`config.mk`:
```
export PLATFORM = sky130hd
export DESIGN_NAME = contador_maquina_flat
export DESIGN_NICKNAME = d
export VERILOG_FILES = /design/src/rtl/contador_maquina_if.sv /design/src/rtl/contador_maquina.sv /design/src/flat_wrapper.sv
export SDC_FILE = /design/constraint.sdc
export NUM_CORES = 1
export LEC_CHECK = 0
export ABC_AREA = 1
export BUFFER_PORTS_ARGS = -buffer_cell sky130_fd_sc_hd__buf_4
export CELL_PAD_IN_SITES_DETAIL_PLACEMENT = 1
export CELL_PAD_IN_SITES_GLOBAL_PLACEMENT = 2
export CORE_ASPECT_RATIO = 0.7
export CORE_MARGIN = 1
export CORE_UTILIZATION = 39
export CTS_CLUSTER_SIZE = 10
export DETAILED_ROUTE_END_ITERATION = 7
export HOLD_SLACK_MARGIN = 0.02
export PLACE_DENSITY = 0.88
export SETUP_SLACK_MARGIN = 0.1
export SYNTH_ARGS = -nofsm -noshare
export SYNTH_HDL_FRONTEND = slang
export SYNTH_SLANG_ARGS = --single-unit
```
`constraint.sdc`:
```
create_clock -name clk -period 3.17 [get_ports clk]
set_input_delay 0.4755 -clock clk [delete_from_list [all_inputs] [get_ports clk]]
set_output_delay 0.4755 -clock clk [all_outputs]
set_load 0.01 [all_outputs]
```
`src/rtl/contador_maquina_if.sv`:
```
// Button/direction inputs and count/state outputs of the count state machine.
// The master side is the panel (buttons, dir); the slave side is the counter.
interface contador_maquina_if;
    logic       btn_inicia;
    logic       btn_para;
    logic       btn_zera;
    logic       dir;
    logic [4:0] Q;
    logic [1:0] estado;
    logic       fim;

    modport master (
        output btn_inicia, btn_para, btn_zera, dir,
        input  Q, estado, fim
    );

    modport slave (
        input  btn_inicia, btn_para, btn_zera, dir,
        output Q, estado, fim
    );
endinterface

```
`src/rtl/contador_maquina.sv`:
```
// Button-driven 5-bit up/down counter with prescaler, pause, clear and end state.
// Q feeds the A input of decodificador_display directly.
module contador_maquina #(
    parameter int DIV = 50_000_000,
    parameter int MAX = 31
) (
    input  logic               clk,
    input  logic               rst,
    contador_maquina_if.slave  bus
);
    localparam int PRE_W = $clog2(DIV);
    localparam logic [PRE_W-1:0] PRE_LAST = PRE_W'(DIV - 1);
    localparam logic [4:0]       Q_MAX    = 5'(MAX);

    localparam logic [1:0] PARADO   = 2'b00;
    localparam logic [1:0] CONTANDO = 2'b01;
    localparam logic [1:0] PAUSADO  = 2'b10;
    localparam logic [1:0] FIM      = 2'b11;

    // Bit order: 0 inicia, 1 para, 2 zera, 3 dir.
    logic [3:0] raw;
    logic [3:0] sync;
    logic [2:0] pulse;

    assign raw = {bus.dir, bus.btn_zera, bus.btn_para, bus.btn_inicia};

    genvar gi;
    generate
        for (gi = 0; gi < 4; gi++) begin : g_sync
            logic s1_reg;
            logic s2_reg;
            always_ff @(posedge clk or posedge rst) begin
                if (rst) begin
                    s1_reg <= 1'b0;
                    s2_reg <= 1'b0;
                end else begin
                    s1_reg <= raw[gi];
                    s2_reg <= s1_reg;
                end
            end
            assign sync[gi] = s2_reg;
        end

        for (gi = 0; gi < 3; gi++) begin : g_edge
            logic prev_reg;
            always_ff @(posedge clk or posedge rst) begin
                if (rst) prev_reg <= 1'b0;
                else     prev_reg <= sync[gi];
            end
            assign pulse[gi] = sync[gi] & ~prev_reg;
        end
    endgenerate

    logic p_inicia;
    logic p_para;
    logic p_zera;
    logic dir_sync;

    assign p_inicia = pulse[0];
    assign p_para   = pulse[1];
    assign p_zera   = pulse[2];
    assign dir_sync = sync[3];

    logic [1:0]       estado_reg, estado_next;
    logic [4:0]       q_reg, q_next;
    logic [PRE_W-1:0] pre_reg, pre_next;
    logic             dir_lat_reg, dir_lat_next;
    logic             fim_reg;

    logic [4:0] q_load;
    logic [4:0] q_step;
    logic [4:0] q_term;

    assign q_load = dir_sync    ? Q_MAX       : 5'd0;
    assign q_step = dir_lat_reg ? q_reg - 5'd1 : q_reg + 5'd1;
    assign q_term = dir_lat_reg ? 5'd0         : Q_MAX;

    always_comb begin
        estado_next  = estado_reg;
        q_next       = q_reg;
        pre_next     = pre_reg;
        dir_lat_next = dir_lat_reg;
        case (estado_reg)
            PARADO: begin
                if (p_inicia) begin
                    estado_next  = CONTANDO;
                    q_next       = q_load;
                    pre_next     = '0;
                    dir_lat_next = dir_sync;
                end
            end
            CONTANDO: begin
                if (p_zera) begin
                    estado_next = PARADO;
                    q_next      = 5'd0;
                    pre_next    = '0;
                end else if (p_para) begin
                    // Pause beats a coinciding tick; pre stays at its last value so
                    // the pending step happens on the first cycle after resume.
                    estado_next = PAUSADO;
                end else if (pre_reg == PRE_LAST) begin
                    pre_next = '0;
                    q_next   = q_step;
                    if (q_step == q_term) estado_next = FIM;
                end else begin
                    pre_next = pre_reg + 1'b1;
                end
            end
            PAUSADO: begin
                if (p_zera) begin
                    estado_next = PARADO;
                    q_next      = 5'd0;
                    pre_next    = '0;
                end else if (p_inicia) begin
                    estado_next = CONTANDO;
                end
            end
            default: begin
                if (p_zera) begin
                    estado_next = PARADO;
                    q_next      = 5'd0;
                    pre_next    = '0;
                end else if (p_inicia) begin
                    estado_next  = CONTANDO;
                    q_next       = q_load;
                    pre_next     = '0;
                    dir_lat_next = dir_sync;
                end
            end
        endcase
    end

    always_ff @(posedge clk or posedge rst) begin
        if (rst) begin
            estado_reg  <= PARADO;
            q_reg       <= 5'd0;
            pre_reg     <= '0;
            dir_lat_reg <= 1'b0;
            fim_reg     <= 1'b0;
        end else begin
            estado_reg  <= estado_next;
            q_reg       <= q_next;
            pre_reg     <= pre_next;
            dir_lat_reg <= dir_lat_next;
            fim_reg     <= (estado_next == FIM);
        end
    end

    assign bus.Q      = q_reg;
    assign bus.estado = estado_reg;
    assign bus.fim    = fim_reg;
endmodule
```
`src/flat_wrapper.sv`:
```
// flat-port wrapper written by rule: the top's interface ports become plain ports
module contador_maquina_flat 
#(
    parameter int DIV = 50_000_000,
    parameter int MAX = 31
)
  (clk, rst, bus_btn_inicia, bus_btn_para, bus_btn_zera, bus_dir, bus_Q, bus_estado, bus_fim);
  contador_maquina_if bus_i ();
  input  logic clk;
  input  logic rst;
  input wire logic [$bits(bus_i.btn_inicia)-1:0] bus_btn_inicia;
  input wire logic [$bits(bus_i.btn_para)-1:0] bus_btn_para;
  input wire logic [$bits(bus_i.btn_zera)-1:0] bus_btn_zera;
  input wire logic [$bits(bus_i.dir)-1:0] bus_dir;
  output wire logic [$bits(bus_i.Q)-1:0] bus_Q;
  output wire logic [$bits(bus_i.estado)-1:0] bus_estado;
  output wire logic [$bits(bus_i.fim)-1:0] bus_fim;
  assign bus_i.btn_inicia = bus_btn_inicia;
  assign bus_i.btn_para = bus_btn_para;
  assign bus_i.btn_zera = bus_btn_zera;
  assign bus_i.dir = bus_dir;
  assign bus_Q = bus_i.Q;
  assign bus_estado = bus_i.estado;
  assign bus_fim = bus_i.fim;
  contador_maquina #(.DIV(DIV), .MAX(MAX)) u_core (.clk(clk), .rst(rst), .bus(bus_i));
endmodule
```
==> results of run 1 <==
## layout make-up
type                            count  area, um2  share of cell area
Sequential cell                    46       1150               0.343
Clock buffer                        5       68.8              0.0205
Tap cell                           98        123              0.0365
Inverter                           51        193              0.0574
Timing Repair Buffer               18        135              0.0403
Multi-Input combinational cell    310       1660               0.495
Clock inverter                      3       23.8             0.00708
## metrics by stage
step                      total power [W]  setup WS, ns  area [um2]  instances   util
after detailed placement          0.00240         0.941        3260        523  0.438
after CTS                         0.00279         0.915        3360        531  0.450
final                             0.00278         0.932        3360        531  0.450
after global placement            0.00234          1.03        3260        523  0.438
after floorplan                   0.00195          1.19        3060        419      -
after global routing              0.00305         0.748        3360        531  0.450
## path summary, 6_finish.rpt
path / from / endpoint / slack [ns] / cells past startpoint
setup / recovery: u_core.dir_lat_reg$_DFFE_PP0P_ / u_core.bus.fim$_DFF_PP0_ / 0.93 / 14
hold / removal: bus_btn_zera / u_core.g_sync[2].s1_reg$_DFF_PP0_ / 0.27 / 1
setup reg to reg: u_core.dir_lat_reg$_DFFE_PP0P_ / u_core.bus.fim$_DFF_PP0_ / 0.93 / 14
hold reg to reg: u_core.g_sync[1].s1_reg$_DFF_PP0_ / u_core.g_sync[1].s2_reg$_DFF_PP0_ / 0.36 / 0
max in group asynchronous: rst / u_core.pre_reg[5]$_DFFE_PP0P_ / 2.16 / 2
min in group asynchronous: rst / u_core.pre_reg[11]$_DFFE_PP0P_ / 0.38 / 2
## critical path, stage by stage (launching register included)
cell and delay [ns]:
dfrtp_1 0.55, inv_1 0.19, fa_1 0.44, nand3b_1 0.20, nand2_1 0.09, nand2_1 0.09, nand2_1 0.08, nand2_1 0.05
nand2_1 0.08, nand3_1 0.10, nand2_1 0.07, nand2_1 0.05, nand2_1 0.09, nand2_1 0.06, inv_1 0.04
## logic make-up (layout without fill, tap and decap cells)
| kind of cell | Yosys count | after routing | synth area share |
|---|---|---|---|
| XOR/XNOR | 7 | 7 | 0.0200 |
| AND/OR/NAND/NOR | 215 | 215 | 0.330 |
| AO/OA/AOI/OAI | 79 | 79 | 0.153 |
| flip-flops | 46 | 46 | 0.376 |
| adder cells (fa/ha/maj) | 9 | 9 | 0.0392 |
| buffers and inverters | 63 | 77 | 0.0817 |
## synth_stat cells (8+ instances only)
| library cell | number | area (um2) |
|---|---|---|
| o21ai_1 | 9 | 45.0 |
| inv_2 | 8 | 30.0 |
| dfrtp_1 | 46 | 1150 |
| nand2_1 | 83 | 312 |
| nor3_1 | 9 | 45.0 |
| inv_1 | 41 | 154 |
| a31oi_1 | 15 | 93.8 |
| ha_1 | 8 | 100 |
| nor2_1 | 54 | 203 |
| o21ai_0 | 12 | 60.1 |
| nand3_1 | 40 | 200 |
| a21oi_1 | 22 | 110 |
## power breakdown
part | switching, W | internal (W)
clock network | 0.000220 | 0.000158
registers | 0.000223 | 0.000737
logic | 0.000931 | 0.000513
## metal layers
metal / vias to the layer above / wire, um
li1: 1420 / -
met4: 0 / 31
met5: - / 0
met3: 2 / 528
met1: 1406 / 4790
met2: 68 / 3750
## placed cells by master, fill, tap and decap left out, drive strengths merged, types with 6 or more instances in the layout
| cell type | count |
|---|---|
| nand2 | 90 |
| nor2 | 64 |
| inv | 50 |
| dfrtp | 46 |
| nand3 | 43 |
| a21oi | 22 |
| o21ai | 21 |
| buf | 18 |
| a31oi | 15 |
| nor3 | 9 |
| ha | 8 |
| a211oi | 6 |
| a22oi | 6 |
| xor2 | 6 |
==> metrics, run 1 <==
outcome finished, final reports clean; clock buffer depth 2; WL final 9.10 mm; Syn Area/Cell 7.31 um2; yosys warns 0; global-route met1 utilization 0.388; I/O pin cnt 14; max-cap violations 0; Cells after Synth 419; final-report max-slew violation count 0; die height 76.1 um; total CTS buffers 5; mapped cell area 3060 um2; Routed Antenna Nets 0; #FFs+latches synth 46; WS Path Type register to register; Synth cell types 37; period utilization 0.706; clk_skew 0.00872 ns; CTS tree built; Tot GR Track Use 0.244; layout cell share with drive strength beyond 1 0.129; Post-synth top flop dfrtp_1; Via Count 2,896; Sink Count 46; Fmax achieved 447 MHz; syn nets 434; Worst-Skew Late Latency 0.31 ns; number of flops mapped to enable cells by yosys 0; max reg flops 26; Die Wd 108 um; GR Overflow Total 0; vias per cell 5.45; Resized cells post-CTS 0; setup TNS 0 ns; CP Max Fanout 9; Slew HR 0.353; number of global-route vias before repair 2,927; drc violations 0; fin nets 447; pwr dens 829 nW/um2; largest net degree at the start of global routing 47; GPL Wtd Cong 0.864; H-tree depth reported by CTS 2; Clock Root Buffer clkbuf_8; drt pass-1 iters 4; CP arrival 2.49 ns; Top Usage Layer GRT met1; num rows 26; Hold Vio Cnt, Final 0; die area 8220 um2; RSZ-0062 raised after global routing false; CP Launch Type register; Period minus WS final 2.24 ns; crit path capture type register; first-pass GRT wire length 15.4 mm; post-DP HPWL 6.95 mm; met2 usage 0.335; WL/cell 17.1 um; DR iter-0 viols 163; Area Overhead vs Synth 9.56%; P_leak 1.56 nW; core area 7450 um2; met3 usage 0.0496; register area share after synthesis 0.376; final setup violation count 0; postcts setup bufs 0; clock-pin slew on the worst setup and hold paths 0.10 ns; peak supply drop 0.389 mV; FILL cells 964; Post-CTS Hold Buffers 0; asr flop ratio synth 1.00; Starting Density 0.411; Hold Slack 0.267 ns; Worst Tran Pin Value 0.969 ns; Antenna Cells 0; Min-Delay Path Class input pin to register; port bufs 13; initial antenna violation count 0; Worst Path Required 3.43 ns
No activity file was read; power rests on OpenSTA's default activity.
==> inputs of run 2 (changes only) <==
--- a/config.mk
+++ b/config.mk
@@ -11,11 +11,11 @@
 export CELL_PAD_IN_SITES_GLOBAL_PLACEMENT = 2
 export CORE_ASPECT_RATIO = 0.7
 export CORE_MARGIN = 1
-export CORE_UTILIZATION = 39
+export CORE_UTILIZATION = 32
 export CTS_CLUSTER_SIZE = 10
 export DETAILED_ROUTE_END_ITERATION = 7
 export HOLD_SLACK_MARGIN = 0.02
-export PLACE_DENSITY = 0.88
+export PLACE_DENSITY = 0.78
 export SETUP_SLACK_MARGIN = 0.1
 export SYNTH_ARGS = -nofsm -noshare
 export SYNTH_HDL_FRONTEND = slang
==> constraint.sdc (replaced) <==
create_clock -name clk -period 1.9 [get_ports clk]
set_input_delay 0.285 -clock clk [delete_from_list [all_inputs] [get_ports clk]]
set_output_delay 0.285 -clock clk [all_outputs]
set_load 0.01 [all_outputs]
==> run 2 against run 1 <==
Against the previous run: the flow now finishes with violations (negative setup slack); hold slack worse by 0.18 ns; setup slack worse by 0.96 ns; total power up 120%; sequential power up 59%; register-to-register slack worse by 0.96 ns; flip-flop and latch count unchanged; cell count up 15%; sequential share of layout area down 6.4 points; clock skew down 0.0013 ns; critical path type unchanged; critical endpoint unchanged; largest power group unchanged.
==> metrics, run 2 (same netlist as run 1, synthesis figures left out) <==
outcome complete, but fails checks (was finished, final reports clean); violated checks negative setup slack; drt pass-1 iters 4 (unchanged); Routed Antenna Nets 0 (unchanged); Worst Path Required 2.10 ns (was 3.43 ns); dpl ws -0.00568 ns (was 0.941 ns); max-cap violations 0 (unchanged); Tot GR Track Use 0.223 (was 0.244); Min-Delay Path Class input pin to register (unchanged); CP Launch Type register (unchanged); final-report max-slew violation count 0 (unchanged); cell area after layout 4140 um2 (was 3360 um2); fin nets 499 (was 447); WL final 10.7 mm (was 9.10 mm); final setup violation count 1 (was 0); crit path capture type register (unchanged); Area Overhead vs Synth 35.3% (was 9.56%); CP Max Fanout 5 (was 9); DR iter-0 viols 131 (was 163); clock-pin slew on the worst setup and hold paths 0.07 ns (was 0.10 ns); Clock Root Buffer clkbuf_16 (was clkbuf_8); GPL Wtd Cong 0.806 (was 0.864); die height 83.9 um (was 76.1 um); Hold Vio Cnt, Final 0 (unchanged); post-DP HPWL 7.55 mm (was 6.95 mm); drc violations 0 (unchanged); die area 9970 um2 (was 8220 um2); GR Overflow Total 0 (unchanged); clk_skew 0.00741 ns (was 0.00872 ns); initial antenna violation count 0 (unchanged); Worst Tran Pin Value 0.635 ns (was 0.969 ns); I/O pin cnt 14 (unchanged); Worst-Skew Late Latency 0.30 ns (was 0.31 ns); Die Wd 119 um (was 108 um); vias per cell 5.14 (was 5.45); final setup margin -0.0256 ns (was 0.932 ns); H-tree depth reported by CTS 2 (unchanged); first-pass GRT wire length 17.0 mm (was 15.4 mm); Cells after DPL 583 (was 523); most common cell after layout, fill and taps aside nand2_1 (unchanged); layout cell share with drive strength beyond 1 0.336 (was 0.129); most frequent cells in the layout nand2_1 (70), buf_4 (64), nor2_1 (51) (was nand2_1 (83), nor2_1 (54), dfrtp_1 (46)); CTS tree built (unchanged); Sink Count 46 (unchanged); Via Count 3,133 (was 2,896); Starting Density 0.334 (was 0.411); area taken by multi-input logic gates 1890 um2 (was 1660 um2); FILL cells 1,114 (was 964); sequential cell area 1160 um2 (was 1150 um2); Slew HR 0.577 (was 0.353); WS Path Type register to register (unchanged); clock buffer depth 2 (unchanged); pwr dens 1500 nW/um2 (was 829 nW/um2); Period minus WS final 1.93 ns (was 2.24 ns); P_leak 1.91 nW (was 1.56 nW); Antenna Cells 0 (unchanged); period utilization 1.01 (was 0.706); port bufs 13 (unchanged); RSZ-0062 raised after global routing true (was false); Fmax achieved 519 MHz (was 447 MHz); num rows 29 (was 26); Final Util 0.451 (was 0.450); largest net degree at the start of global routing 47 (unchanged); peak supply drop 0.619 mV (was 0.389 mV); WL/cell 17.6 um (was 17.1 um); number of global-route vias before repair 3,214 (was 2,927); CP arrival 2.13 ns (was 2.49 ns); Pwr Total 0.00621 W (was 0.00278 W); max reg flops 26 (unchanged); total CTS buffers 5 (unchanged); core area 9180 um2 (was 7450 um2); placed instance area 3570 um2 (was 3260 um2); fin cells 609 (was 531)
## run 2: cell count changes in the layout (fill, tap and decap cells not counted), sizes merged
cell	before	now
buf	18	70
clkinvlp	2	0
bufinv	0	2
## run 2: final cells by class
class,instances,area share
tap,124,0.0374
multi-input combinational,310,0.455
clock buffer,5,0.0302
inverter,51,0.0474
clock inverter,3,0.0166
timing repair buffer,70,0.134
sequential,46,0.279
## run 2: repair_timing
| item | 4_1_cts | 5_1_grt |
|---|---|---|
| setup buffers | 7 | 11 |
| gates resized for setup | 14 | 58 |
| pin swaps | 6 | 19 |
| setup endpoints to repair | 18 | 28 |
| hold buffers | 0 | 0 |
## run 2: routing by layer
layer,wire length (um),vias up,part of all wire,track usage
met5,0,-,0,0
met4,73,0,0.0068,0.0449
met3,374,8,0.035,0.0546
met2,4720,48,0.44,0.335
met1,5530,1560,0.52,0.323
li1,-,1517,-,-
## run 2: worst max-delay path, cell delays in order (launching register included)
cell,delay (ns)
dfrtp_2,0.41
inv_2,0.07
fa_2,0.39
nand3b_1,0.22
nand2_1,0.13
nand2_2,0.08
nand3_1,0.11
nand2_2,0.07
nand3_2,0.08
nand2_1,0.05
nand2_1,0.07
nand2_2,0.05
nand2_1,0.06
inv_1,0.04
## run 2: final timing paths
check | from | end | slack (ns) | cells after the start
min reg2reg | u_core.g_sync[0].s1_reg$_DFF_PP0_ | u_core.g_sync[0].s2_reg$_DFF_PP0_ | 0.35 | 0
max | u_core.dir_lat_reg$_DFFE_PP0P_ | u_core.bus.fim$_DFF_PP0_ | -0.03 | 13
min in group asynchronous | rst | u_core.g_sync[2].s1_reg$_DFF_PP0_ | 0.15 | 3
max reg2reg | u_core.dir_lat_reg$_DFFE_PP0P_ | u_core.bus.fim$_DFF_PP0_ | -0.03 | 13
min | bus_btn_zera | u_core.g_sync[2].s1_reg$_DFF_PP0_ | 0.09 | 1
max in group asynchronous | rst | u_core.pre_reg[7]$_DFFE_PP0P_ | 1.28 | 3
## run 2: through the flow
step                      hold slack [ns]  TNS (ns)
after floorplan                     0.316         0
after global placement              0.335         0
after detailed placement            0.336  -0.00568
after CTS                          0.0812         0
after global routing               0.0768    -0.263
final                              0.0857   -0.0256
## run 2: power by group
group          switching, W  internal, W
clock              0.000442     0.000758
combinational       0.00204      0.00144
sequential         0.000295      0.00124
